==> config.mk <==
export PLATFORM = sky130hd
export DESIGN_NAME = shift_mult_sequencer
export DESIGN_NICKNAME = d
export VERILOG_FILES = /design/src/rtl/shift_mult_pkg.sv /design/src/rtl/shift_add_datapath.sv /design/src/rtl/shift_mult_sequencer.sv
export SDC_FILE = /design/constraint.sdc
export NUM_CORES = 1
export LEC_CHECK = 0
export ABC_AREA = 1
export CORE_MARGIN = 3
export CORE_UTILIZATION = 35
export DETAILED_ROUTE_END_ITERATION = 8
export DONT_BUFFER_PORTS = 1
export GPL_TIMING_DRIVEN = 0
export HOLD_SLACK_MARGIN = 0.02
export PLACE_DENSITY = 0.54
export SETUP_SLACK_MARGIN = 0.1
export SLEW_MARGIN = 20
export SYNTH_ARGS = -nofsm -noshare
export SYNTH_HDL_FRONTEND = slang
export SYNTH_SLANG_ARGS = --single-unit
==> constraint.sdc <==
create_clock -name clk -period 3 [get_ports clk]
set_input_delay 0.6 -clock clk [delete_from_list [all_inputs] [get_ports clk]]
set_output_delay 0.6 -clock clk [all_outputs]
set_load 0.05 [all_outputs]
==> src/rtl/shift_mult_pkg.sv <==
// Shared types and constants for the sequential shift-add multiplier.
`timescale 1ns/1ps

package shift_mult_pkg;

    // Controller states; all four 2-bit codes are used.
    typedef enum logic [1:0] {
        IDLE = 2'd0,
        LOAD = 2'd1,
        CALC = 2'd2,
        DONE = 2'd3
    } state_t;

    // Operand width used when the instantiating design does not override it.
    localparam int DEFAULT_WIDTH = 4;

    // Step-counter width: it must be able to hold the value WIDTH itself.
    function automatic int cnt_width(input int width);
        return $clog2(width + 1);
    endfunction

endpackage

==> src/rtl/shift_add_datapath.sv <==
// Shift-add datapath: multiplicand M, multiplier/low-product Q, and
// accumulator A with a carry bit. It is driven by load/step strobes.
`timescale 1ns/1ps

module shift_add_datapath
    import shift_mult_pkg::*;
#(
    parameter int WIDTH = DEFAULT_WIDTH
) (
    input  logic               clk,
    input  logic               rst,
    input  logic               i_load,
    input  logic               i_step,
    input  logic [WIDTH-1:0]   i_x,
    input  logic [WIDTH-1:0]   i_y,
    output logic [2*WIDTH-1:0] o_product
);

    logic [WIDTH:0]   r_a;
    logic [WIDTH-1:0] r_q;
    logic [WIDTH-1:0] r_m;
    logic [WIDTH:0]   w_sum;

    // Conditional add of the multiplicand. The carry is kept in the top bit of A.
    always_comb begin
        w_sum = r_q[0] ? (r_a + {1'b0, r_m}) : r_a;
    end

    // Operand capture on load. On each step, {sum,Q} shifts right by one with a 0 entering the top.
    always_ff @(posedge clk or posedge rst) begin
        // NOTE: every register here is a plain flop, so all are cleared by the async reset; state uses <= so all flops update together.
        if (rst) begin
            r_a <= '0;
            r_q <= '0;
            r_m <= '0;
        end else if (i_load) begin
            r_m <= i_x;
            r_q <= i_y;
            r_a <= '0;
        end else if (i_step) begin
            r_a <= {1'b0, w_sum[WIDTH:1]};
            r_q <= {w_sum[0], r_q[WIDTH-1:1]};
        end
    end

    // The carry bit is always 0 after the last shift, so it is dropped from the product.
    assign o_product = {r_a[WIDTH-1:0], r_q};

endmodule

==> src/rtl/shift_mult_sequencer.sv <==
// Sequential unsigned multiplier: the FSM accepts one operand pair per start,
// runs WIDTH add/shift steps, then registers the product with a one-cycle done.
`timescale 1ns/1ps

module shift_mult_sequencer
    import shift_mult_pkg::*;
#(
    parameter int WIDTH = DEFAULT_WIDTH
) (
    input  logic               clk,
    input  logic               rst,
    input  logic               start,
    input  logic [WIDTH-1:0]   x,
    input  logic [WIDTH-1:0]   y,
    output logic               busy,
    output logic               done,
    output logic [2*WIDTH-1:0] p
);

    localparam int CNT_W = cnt_width(WIDTH);

    state_t             r_state;
    state_t             w_state_nxt;
    logic [CNT_W-1:0]   r_cnt;
    logic               w_load;
    logic               w_step;
    logic [2*WIDTH-1:0] w_product;
    logic               r_done;
    logic [2*WIDTH-1:0] r_p;

    shift_add_datapath #(
        .WIDTH (WIDTH)
    ) u_datapath (
        .clk       (clk),
        .rst       (rst),
        .i_load    (w_load),
        .i_step    (w_step),
        .i_x       (x),
        .i_y       (y),
        .o_product (w_product)
    );

    // Next-state logic and datapath strobes. Start is only honoured in IDLE.
    always_comb begin
        // NOTE: every output of this block gets a default first, so no path leaves a latch behind.
        w_state_nxt = r_state;
        w_load      = 1'b0;
        w_step      = 1'b0;
        case (r_state)
            IDLE: begin
                if (start) begin
                    w_load      = 1'b1;
                    w_state_nxt = LOAD;
                end
            end
            LOAD: w_state_nxt = CALC;
            CALC: begin
                w_step = 1'b1;
                if (r_cnt == CNT_W'(1)) begin
                    w_state_nxt = DONE;
                end
            end
            DONE:    w_state_nxt = IDLE;
            default: w_state_nxt = IDLE;
        endcase
    end

    // State register.
    always_ff @(posedge clk or posedge rst) begin
        if (rst) begin
            r_state <= IDLE;
        end else begin
            r_state <= w_state_nxt;
        end
    end

    // Step counter: loaded with WIDTH on accept, decremented once per CALC step.
    always_ff @(posedge clk or posedge rst) begin
        if (rst) begin
            r_cnt <= '0;
        end else if (w_load) begin
            r_cnt <= CNT_W'(WIDTH);
        end else if (w_step) begin
            r_cnt <= r_cnt - CNT_W'(1);
        end
    end

    // Product register and done pulse. Both are updated together when leaving DONE.
    always_ff @(posedge clk or posedge rst) begin
        if (rst) begin
            r_p    <= '0;
            r_done <= 1'b0;
        end else begin
            r_done <= (r_state == DONE);
            if (r_state == DONE) begin
                r_p <= w_product;
            end
        end
    end

    assign busy = (r_state != IDLE);
    assign done = r_done;
    assign p    = r_p;

endmodule

* Word level (Yosys, flattened, before mapping)
Cells that the tools add are included.
** Word-level totals
- Register bits :: 27
- Input port bits :: 11
- Output and inout port bits :: 10
- Logic and storage cells :: 32
** Operators by class
- $add $sub $neg :: 2
- Eq/ne operators :: 6
- Muxes and demuxes :: 13
- Reduce and logical (&&, ||, !) cells :: 4
** Operators with widths (count)
- $mux W5 :: 3
- $mux W4 :: 2
- $pmux W2 S4 :: 1
- $mux W3 :: 2
- $add A5 B4 Y5 :: 1
- $eq A2 B2 Y1 const B :: 2
- $mux W2 :: 2
- $ne A2 B2 Y1 const B :: 2
- $reduce_bool A2 Y1 :: 2
- $eq A3 B1 Y1 const B :: 1
- $mux W1 :: 3
- $sub A3 B1 Y3 const B :: 1
- $eq A2 B1 Y1 const B :: 1
- $logic_not A2 Y1 :: 1
- $reduce_and A2 Y1 :: 1

* Logic depth before layout (Yosys ltp)
- Depth in word-level cells :: 4
- Gate-level depth with buffers :: 7

* Modules after synthesis
A second synthesis with hierarchy kept.
** Second synthesis, totals
- Cells, all modules :: 145
- Area total of the unflattened synthesis :: 1395.1 um^2
** By module, submodules not included
- shift_add_datapath :: instances 1, cells an instance 85, area an instance 710.7 um^2, seq. area each 300.3 um^2
- shift_mult_sequencer :: instances 1, cells an instance 60, area an instance 684.4 um^2, seq. area each 350.3 um^2

* Worst setup path after synthesis
No wires, ideal clock.
- Path kind :: reg2out
- Start point :: reg r_state[0]
- End point :: out busy
- Data arrival time :: 0.980 ns
- Data required time :: 2.400 ns
- Setup slack :: 1.420 ns
- Cell stages (with the launch flop) :: 4
- Cells stage by stage :: dfrtp_1 -> inv_1 -> ha_1 -> inv_1
** On the way
- Cells in the longest elaborated chain, start to end :: 1
** RTL lines
- start: declaration :: RTL line shift_mult_sequencer.sv:22 : state_t r_state;
- start signal: assignment :: RTL line shift_mult_sequencer.sv:73 : r_state <= w_state_nxt;
- $reduce_bool A2 Y1 :: RTL line shift_mult_sequencer.sv:101 : assign busy = (r_state != IDLE);
- end: declaration :: RTL line shift_mult_sequencer.sv:15 : output logic busy,
No other way between the ends.

* Final worst setup path
- Start point :: reg r_state[1]
- End point :: out busy
Same word-level chain as after synthesis.

==> reports/qor.log <==
INFO  run_status     status=completed
INFO  power          share_comb_of_total_power=39.1%
INFO  floorplan      dieHeight=66.3um
INFO  power          leakage=0.661nW
INFO  floorplan      die_x=66.3um
INFO  worst_setup_path timing.critical_path.from_type=flop
INFO  global_route   antenna_found_initial=0
INFO  detailed_routing detail_route.wl_per_cell=13.6um
INFO  worst_setup_path required_time_at_the_worst_slack_endpoint=2.40ns
INFO  clock_network  cts_buffer_depth=2
INFO  detailed_routing ant_nets=0
INFO  timing         setup_tns=0ns
INFO  floorplan      fp.dieArea=4400squm
INFO  synthesis      synth-xor-area-share=0.688%
INFO  power          sw_frac_of_total=48.6%
INFO  timing         worstMarginPinSlew=0.929ns
INFO  synthesis      synthArstFlopShare=100%
INFO  detailed_routing drcViolationCount=0
INFO  place          dpl-instance-area=1330squm
INFO  synthesis      multiplexer_share_of_the_synthesized_area=0.885%
INFO  power          p_int=0.908mW
INFO  floorplan      floorplan.rows=21
INFO  synthesis      postSynthCellCount=132
INFO  power          total_power=1.77mW
INFO  timing         timing.final.crit_period=2.00ns
INFO  global_route   number_of_global_route_vias_before_repair=893
INFO  synthesis      synth.yosys.seq_area_share=51.1%
INFO  synthesis      synth_simple_gate_area_share=14.9%
INFO  timing         setup-violations-final=0
INFO  detailed_routing first_iter_violations=36
INFO  floorplan      start_util=37.3%
INFO  synthesis      synth_flop_cell=sky130_fd_sc_hd__dfrtp_1
INFO  synthesis      main_combinational_cell_family_by_area_after_synthesis=simple AND/OR/NAND/NOR gates
INFO  synthesis      synth_fa_ha_area_share=10.4%
INFO  timing         relSlewSlack=37.7%
INFO  synthesis      synth_largest_type_area_fraction=51.1%
INFO  synthesis      synth_compound_gate_area_share=14.7%
INFO  synthesis      netlist.top_cell.by_area=sky130_fd_sc_hd__dfrtp_1
INFO  worst_setup_path worst-path-max-fanout=3
INFO  power          power.density_cell_area=1280nW/um^2
INFO  layout         syn_to_final_growth=8.65%
INFO  clock_network  root_buffer=sky130_fd_sc_hd__clkbuf_4
INFO  detailed_routing drt_first_pass_iters=4
INFO  power          power_frac_clock=13.8%
INFO  layout         finish.instance_area=1380squm
INFO  place          numPortBuffers=0
INFO  place          gp_congestion=0.786
INFO  floorplan      core_area=3420squm
INFO  clock_network  clk_latency=0.33ns
INFO  timing         clock_skew=0.00714ns
INFO  global_route   grt_max_degree=27
INFO  timing         final-hold-violation-count=0
INFO  timing         timing.fmax=0.500GHz
INFO  worst_setup_path worstPathArrival=1.40ns
INFO  layout         insertedDiodeCount=0
INFO  layout         layout.nets=158
INFO  clock_network  cts.repair_timing.setup_buffer_count=0
INFO  detailed_routing routed-via-count=882
INFO  synthesis      synth.ff_latch_count=26
INFO  run            max-cap-violations=0
INFO  clock_network  cts-resized-gates=0
INFO  clock_network  cts.sinks=26
INFO  global_route   grt_usage=12.4%
INFO  floorplan      io-pin-count=21
INFO  layout         fin_cells=182
INFO  detailed_routing wirelength_met1=1220um
INFO  detailed_routing drt-vias-per-instance=4.85
INFO  layout         fin_util=40.5%
INFO  global_route   global_route.overflow_total=0
INFO  worst_setup_path timing.setup.critical_path_class=flop to output pin
INFO  power          worst_voltage_drop_across_the_vdd_grid=0.559mV
INFO  synthesis      synth.top_cells.by_area=sky130_fd_sc_hd__dfrtp_1, sky130_fd_sc_hd__ha_1, sky130_fd_sc_hd__nand2_1
INFO  clock_network  cts.hold.buffers_added=0
INFO  clock_network  cts_tree=done
INFO  global_route   grt_pass1_wl=4150um
INFO  clock_network  cts_made_buffers=3
INFO  timing         grt_setup_unrepaired=false
INFO  synthesis      synth.cell_area=1270squm
INFO  layout         fraction_of_layout_cells_with_a_size_suffix_above_1=12.5%
INFO  detailed_routing wl_met2=1130um
INFO  synthesis      count_of_warnings_emitted_by_yosys=0
INFO  place          dp_cells=178
INFO  synthesis      synth-edff-count=0
INFO  synthesis      syn_area_per_cell=9.64squm
INFO  timing         finalCritPeriodShare=66.7%
INFO  worst_setup_path timing.critical_path.to_type=output pin
INFO  hold_path      worst_hold_path_type=input pin to asynchronous set/reset pin
INFO  detailed_routing finalWirelength=2470um
INFO  timing         slew_violations=0
INFO  detailed_routing maxUsedRoutingLayer=met4
INFO  clock_network  clock_pin_slew_on_the_worst_setup_and_hold_paths=0.15ns
INFO  power          net-switching-power=0.859mW
INFO  synthesis      synth_fp_nets=153
INFO  power          p_seq_share=47.1%
INFO  detailed_routing met3_wirelength=87um
INFO  synthesis      yosys.cell_types.count=25
INFO  clock_network  h-tree-depth=1
INFO  place          place.detailed.hpwl=1820um
==> layer usage <==
metal	GRT usage, %	vias to the layer above
met2	19.7	12
li1	-	445
met5	0	-
met3	2.89	5
met1	16.0	420
met4	5.33	0
==> cell families after synthesis <==
| kind of cell | Yosys count |
|---|---|
| AND/OR/NAND/NOR | 42 |
| AO/OA/AOI/OAI | 30 |
| flip-flops | 26 |
| buffers and inverters | 22 |
| adder cells (fa/ha/maj) | 10 |
| XOR/XNOR | 1 |
| multiplexers | 1 |
==> sequential cells by signal (all words and copies together) (netlist names) <==
| register | cells |
|---|---|
| p | 8 |
| r_state | 2 |
| u_datapath.r_q | 4 |
| u_datapath.r_a | 4 |
| done | 1 |
| r_cnt | 3 |
| u_datapath.r_m | 4 |
==> worst max-delay path, stage by stage, from the launching register on <==
cell and delay [ns]:
sky130_fd_sc_hd__dfrtp_1 0.40, sky130_fd_sc_hd__inv_1 0.07, sky130_fd_sc_hd__ha_1 0.22, sky130_fd_sc_hd__inv_1 0.38
==> final cells by class <==
class	count	area, sq um
clock buffer	3	22.5
fill	350	2030
sequential	26	651
inverter	21	83.8
tap	46	57.6
multi-input combinational	84	531
buffer	1	7.51
clock inverter	1	30.0
==> worst paths after layout <==
path                                    from                end  slack, ns  cells past startpoint
setup / recovery                  r_state[1]               busy        1.0                      3
hold / removal                           rst               p[3]       0.22                      1
setup reg to reg           u_datapath.r_m[0]  u_datapath.r_a[0]       1.52                      6
hold reg to reg            u_datapath.r_m[2]  u_datapath.r_m[2]       0.52                      2
max in group asynchronous                rst  u_datapath.r_m[0]       2.35                      1
min in group clk                        x[0]  u_datapath.r_m[0]       0.38                      2
==> cell usage in the layout (no fill, tap or decap), types with 6 or more instances in the layout <==
master                    count
sky130_fd_sc_hd__dfrtp_1     26
sky130_fd_sc_hd__a21oi_1     11
sky130_fd_sc_hd__o21ai_0      6
sky130_fd_sc_hd__nand3_1      6
sky130_fd_sc_hd__nand2_1     23
sky130_fd_sc_hd__ha_1         9
sky130_fd_sc_hd__nor2_1       9
sky130_fd_sc_hd__inv_1       16
==> stage by stage <==
stage / hold WS (ns) / setup WS [ns]
2_1_floorplan: 0.455 / 1.42
3_3_place_gp: 0.486 / 1.39
3_5_place_dp: 0.491 / 1.36
4_1_cts: 0.371 / 0.980
5_1_grt: 0.250 / 0.896
6_report: 0.220 / 0.999
==> cells in the mapped netlist (2+ instances only) <==
| library cell | number |
|---|---|
| sky130_fd_sc_hd__nand3_1 | 6 |
| sky130_fd_sc_hd__a21oi_1 | 11 |
| sky130_fd_sc_hd__o221ai_1 | 3 |
| sky130_fd_sc_hd__inv_1 | 17 |
| sky130_fd_sc_hd__inv_2 | 3 |
| sky130_fd_sc_hd__ha_1 | 9 |
| sky130_fd_sc_hd__nand2_4 | 3 |
| sky130_fd_sc_hd__dfrtp_1 | 26 |
| sky130_fd_sc_hd__o22ai_1 | 2 |
| sky130_fd_sc_hd__nand2_1 | 23 |
| sky130_fd_sc_hd__o21ai_0 | 6 |
| sky130_fd_sc_hd__o21ai_2 | 2 |
| sky130_fd_sc_hd__nor2_1 | 9 |
==> power by group through the flow <==
stage / clock (mW) / sequential, mW / combinational, mW
after detailed placement: 0 / 0.844 / 0.695
after CTS: 0.250 / 0.836 / 0.700
final: 0.244 / 0.832 / 0.690
after global routing: 0.266 / 0.855 / 0.789
after global placement: 0 / 0.841 / 0.677
after floorplan: 0 / 0.813 / 0.571
Power figures use the tool's default switching activity.
